[src/rtl/alu_sequencer.sv]
// alu_sequencer: fetches one or two operands from a shared bus, then drives
// an external ALU for one cycle and latches its result and flags.
// Optional feature macro: ALU_SEQ_CHAIN_EN. When it is defined, a start with
// chain=1 takes operand A from the previous result and skips the A fetch.
module alu_sequencer #(
    parameter int WIDTH = 16
) (
    input  logic             clk,
    input  logic             reset,
    input  logic             start,
    input  logic [2:0]       op,
    input  logic             use_carry,
    input  logic             chain,
    input  logic [WIDTH-1:0] bus_in,
    input  logic             bus_valid,
    output logic             bus_ready,
    output logic [WIDTH-1:0] alu_a,
    output logic [WIDTH-1:0] alu_b,
    output logic [2:0]       alu_select,
    output logic             alu_carry_in,
    output logic             alu_enable,
    input  logic [WIDTH-1:0] alu_data,
    input  logic             alu_carry_out,
    input  logic             alu_zero,
    output logic [WIDTH-1:0] result,
    output logic             carry_flag,
    output logic             zero_flag,
    output logic             busy,
    output logic             done
);

    typedef enum logic [2:0] {
        IDLE  = 3'd0,
        GET_A = 3'd1,
        GET_B = 3'd2,
        EXEC  = 3'd3,
        DONE  = 3'd4
    } state_t;

    state_t           state_q, state_d;
    logic [WIDTH-1:0] a_q, a_d;
    logic [WIDTH-1:0] b_q, b_d;
    logic [2:0]       sel_q, sel_d;
    logic             uc_q, uc_d;
    logic [WIDTH-1:0] result_q, result_d;
    logic             cf_q, cf_d;
    logic             zf_q, zf_d;

    // Invert, increment and decrement take a single operand.
    function automatic logic is_unary(input logic [2:0] code);
        return code >= 3'd5;
    endfunction

`ifndef ALU_SEQ_CHAIN_EN
    logic chain_unused;
    assign chain_unused = chain;
`endif

    // Next-state and datapath register updates.
    always_comb begin
        state_d  = state_q;
        a_d      = a_q;
        b_d      = b_q;
        sel_d    = sel_q;
        uc_d     = uc_q;
        result_d = result_q;
        cf_d     = cf_q;
        zf_d     = zf_q;
        case (state_q)
            IDLE: begin
                if (start) begin
                    sel_d   = op;
                    uc_d    = use_carry;
                    state_d = GET_A;
`ifdef ALU_SEQ_CHAIN_EN
                    if (chain) begin
                        a_d = result_q;
                        if (is_unary(op)) begin
                            b_d     = '0;
                            state_d = EXEC;
                        end else begin
                            state_d = GET_B;
                        end
                    end
`endif
                end
            end
            GET_A: begin
                if (bus_valid) begin
                    a_d = bus_in;
                    if (is_unary(sel_q)) begin
                        b_d     = '0;
                        state_d = EXEC;
                    end else begin
                        state_d = GET_B;
                    end
                end
            end
            GET_B: begin
                if (bus_valid) begin
                    b_d     = bus_in;
                    state_d = EXEC;
                end
            end
            EXEC: begin
                result_d = alu_data;
                cf_d     = alu_carry_out;
                zf_d     = alu_zero;
                state_d  = DONE;
            end
            DONE:    state_d = IDLE;
            default: state_d = IDLE;
        endcase
    end

    // State and datapath registers with synchronous reset.
    always_ff @(posedge clk) begin
        if (reset) begin
            state_q  <= IDLE;
            a_q      <= '0;
            b_q      <= '0;
            sel_q    <= '0;
            uc_q     <= 1'b0;
            result_q <= '0;
            cf_q     <= 1'b0;
            zf_q     <= 1'b0;
        end else begin
            state_q  <= state_d;
            a_q      <= a_d;
            b_q      <= b_d;
            sel_q    <= sel_d;
            uc_q     <= uc_d;
            result_q <= result_d;
            cf_q     <= cf_d;
            zf_q     <= zf_d;
        end
    end

    // Output decode from registered state.
    always_comb begin
        bus_ready    = (state_q == GET_A) || (state_q == GET_B);
        alu_enable   = (state_q == EXEC);
        busy         = (state_q != IDLE);
        done         = (state_q == DONE);
        alu_a        = a_q;
        alu_b        = b_q;
        alu_select   = sel_q;
        alu_carry_in = uc_q & cf_q;
        result       = result_q;
        carry_flag   = cf_q;
        zero_flag    = zf_q;
    end

endmodule
[config.mk]
export PLATFORM = sky130hd
export DESIGN_NAME = alu_sequencer
export DESIGN_NICKNAME = d
export VERILOG_FILES = /design/src/rtl/alu_sequencer.sv
export SDC_FILE = /design/constraint.sdc
export NUM_CORES = 1
export LEC_CHECK = 0
export ABC_AREA = 1
export BUFFER_PORTS_ARGS = -buffer_cell sky130_fd_sc_hd__buf_2
export CAP_MARGIN = 20
export CORE_UTILIZATION = 49
export CTS_CLUSTER_DIAMETER = 30
export DETAILED_ROUTE_END_ITERATION = 12
export PLACE_DENSITY = 0.84
export SYNTH_ARGS = -nofsm -noshare
export SYNTH_HDL_FRONTEND = slang
export SYNTH_SLANG_ARGS = --single-unit
[constraint.sdc]
create_clock -name clk -period 2.2 [get_ports clk]
set_input_delay 0 -clock clk [delete_from_list [all_inputs] [get_ports clk]]
set_output_delay 0 -clock clk [all_outputs]
set_load 0.01 [all_outputs]
==> summary.md <==
| Metric | Value |
|---|---|
| Total grt overflow | `0` |
| Global-route usage over all layers | `0.270` |
| Vias after detailed routing | `2317` |
| Inserted Clock Buffers | `9` |
| CP Buf/Inv Count | `3` |
| Highest Clock Rate | `681 MHz` |
| Cells taking the most area after synthesis | `dfxtp_1 (54%), nand2_1 (10%), a21oi_1 (8.8%)` |
| Sequential cell area | `0.00114 sq mm` |
| Startpoint kind of the worst setup timing path | `flip-flop` |
| Proportion of power drawn by the clock network | `0.373` |
| Most frequent cell on the critical path | `nor2_1` |
| Switching share of power | `0.267` |
| Share of synthesized registers carrying an async set or reset | `0` |
| Dominant cell type by area after synthesis | `dfxtp_1` |
| CTS H-tree lvls | `3` |
| Top-level port count | `101` |
| DP HPWL | `3.44 mm` |
| Count of final hold-check violations | `0` |
| Number of buffer cells added on primary ports | `99` |
| Slowest stage cell on the critical path | `dfxtp_1` |
| Portion of the post-synthesis area used by sequential elements | `0.540` |
| Average cell area after synthesis | `7.80 sq um` |
| Number of core rows | `23` |
| Total placed cells including tap cells | `408` |
| Final wirelength | `5.97 mm` |
| Worst Path Arrival | `1.69 ns` |
| Leakage power figure | `1.53 nW` |
| Total of endpoints with negative setup slack in the final report | `0` |
| Final sum of negative setup slack | `0 ns` |
| Maximum resistive drop on vdd | `0.613 mV` |
| Clock Path Buffers | `2` |
| Multi-input combinational cell area | `852 sq um` |
| Number of enable flip-flop cells after synthesis | `0` |
| List of cells traversed by the critical path | `inv_2 -> nor2_1 -> buf_4 -> inv_2 -> nor2_1 -> nor2_1` |
| Transition time at the pin with the least slew margin | `0.599 ns` |
| Max Transition Viols Final | `0` |
| Final design utilization | `0.786` |
| Wire per inst | `12.9 microns` |
| Critical path fanouts, max | `20` |
| Initial detailed-routing violation count | `95` |
| Post-route cell area | `0.00319 sq mm` |
| Net switching power of the design | `0.654 mW` |
| Worst min-delay path category | `in2reg` |
| Number of unique standard cell types used by synthesis | `20` |
| Post-layout min period | `1.47 ns` |
| Wire length of the first global-routing pass | `9.06 mm` |
| Power per unit of standard cell area | `767 mW/mm^2` |
| Unrepaired setup endpoints after global routing | `no` |
| Fraction of post-synthesis cell area in the top cell type by area | `0.540` |
| Count of synthesis-stage warnings from yosys | `0` |
| Part of the total power dissipated in sequential elements | `0.461` |
| Post-Syn Area | `0.00211 sq mm` |
| Starting density of the core | `0.521` |
| Layout cell share with drive strength beyond 1 | `0.301` |
| Die area | `0.00458 sq mm` |
| DR vias/cell | `5.02` |
| Number of optimization iterations in the first detailed-route pass | `4` |
| Register bit count reported by yosys | `57` |
| Die width | `67.7 microns` |
| Clk Latency, worst-skew pair | `0.33 ns` |
| Logic pwr share | `0.165` |
| Post-detailed-route count of antenna-violating nets | `0` |
| Share of the clock period used by the worst path | `0.667` |
| Root Buffer Master | `clkbuf_8` |
| Data required time of the critical path | `2.42 ns` |
| Largest delay share family, worst path | `buffers and inverters` |
| Via count of the first global-routing pass | `2161` |
| Internal power | `1.79 mW` |
| Placed inst area | `0.00262 sq mm` |
| Worst slew margin relative to its limit | `0.600` |
| Max-capacitance violation count | `0` |
| Count of nets after finishing | `450` |
| Count of antenna diodes in the layout | `0` |
| Synthesized Nets | `314` |
| Top-count cell post-synth | `nand2_1` |
| Max incr delay on CP | `0.48 ns` |
| Placeable core area | `0.00406 sq mm` |
| Synth top cells by count | `nand2_1 (59), dfxtp_1 (57), nor2_1 (41)` |
| Maximum number of pins on one net before global-route repair | `35` |
| Worst setup EP type | `flip-flop` |
| Post-CTS sizing | `0` |
| Dominant register cell in the synthesized netlist | `dfxtp_1` |
| Pwr Total | `2.44 mW` |
| Setup CP Type | `reg2reg` |
| Area Overhead vs Synth | `50.8%` |
| Clock Skews | `0.00586 ns` |
| CTS tree | `done` |
| Die extent in y | `67.7 microns` |
| Non-filler cells, final | `462` |
| Register clock-pin slew on the reported worst setup and hold paths | `0.06 ns` |
| Number of antenna violations at the first check in global routing | `0` |
| Filler Cell Count | `288` |
| Status | `completed` |
| Final Wtd Congestion | `0.850` |
| Drc violations | `0` |
| Gate count of the mapped netlist | `271` |
| CTS sink count | `57` |
==> sequential cells by signal, indices dropped and copies added (netlist names) <==
register / flops
alu_select: 3
uc_q: 1
alu_a: 16
carry_flag: 1
state_q: 3
zero_flag: 1
result: 16
alu_b: 16
==> cell usage in the layout (no fill, tap or decap), drive strengths merged <==
master | synthesis | routed
nand2 | 61 | 61
nor3 | 2 | 2
inv | 11 | 11
nand3 | 20 | 20
nand3b | 1 | 1
buf | 8 | 102
o21ai | 24 | 24
clkbuf | 7 | 14
nand4 | 1 | 1
a21oi | 37 | 37
dfxtp | 57 | 57
dlygate4sd3 | 0 | 38
clkinv | 0 | 2
nor2 | 42 | 42
==> routing by layer <==
layer / vias up / share of wire / GRT usage
li1: 1155 / - / -
met1: 1066 / 0.40 / 0.264
met2: 87 / 0.52 / 0.502
met3: 9 / 0.067 / 0.0794
met4: 0 / 0.014 / 0.146
met5: - / 0 / 0
==> what timing repair did <==
| action | CTS | global route |
|---|---|---|
| hold endpoints to repair | 54 | 0 |
| setup buffers | 0 | 0 |
| hold buffers | 38 | 0 |
==> final cells by class <==
type	instances	share of cell area
clock buffers	14	0.0573
clock inverters	2	0.00314
inverters	11	0.0130
multi-input cells	188	0.267
flip-flops and latches	57	0.358
well taps	50	0.0196
repair buffers	140	0.282
==> stage by stage <==
| step | setup WS (ns) | hold slack, ns |
|---|---|---|
| 6_report | 0.732 | 0.118 |
| 5_1_grt | 0.588 | 0.145 |
| 4_1_cts | 0.723 | 0.0918 |
| 3_5_place_dp | 0.737 | 0.227 |
| 3_3_place_gp | 0.761 | 0.221 |
| 2_1_floorplan | 0.855 | 0.135 |
==> worst reg2reg max path: stages (launching register included) <==
cell and delay (ns):
dfxtp_1 0.48, inv_2 0.12, nor2_1 0.12, buf_4 0.23, inv_2 0.18, nor2_1 0.16
nor2_1 0.06
==> power by group through the flow <==
stage	Combinational (mW)	Clock, mW	Sequential, mW
CTS	0.401	0.936	1.13
global placement	0.340	0	1.15
finish	0.404	0.913	1.13
floorplan	0.191	0	1.17
detailed placement	0.348	0	1.15
global route	0.448	0.985	1.13
==> cells by family after synthesis <==
kind of cell	share of synthesized area
DFF	0.540
AOI/OAI and AO/OA	0.144
and+or+nand+nor	0.259
buffers and inverters	0.0574
==> final timing paths <==
check / start / to / slack, ns / cells after the start
min reg2reg: alu_a[7] / alu_a[7] / 0.46 / 2
min: start / alu_select[1] / 0.12 / 3
max: state_q[0] / result[3] / 0.73 / 6
max reg2reg: state_q[0] / result[3] / 0.73 / 6
No activity file was read; power rests on OpenSTA's default activity.
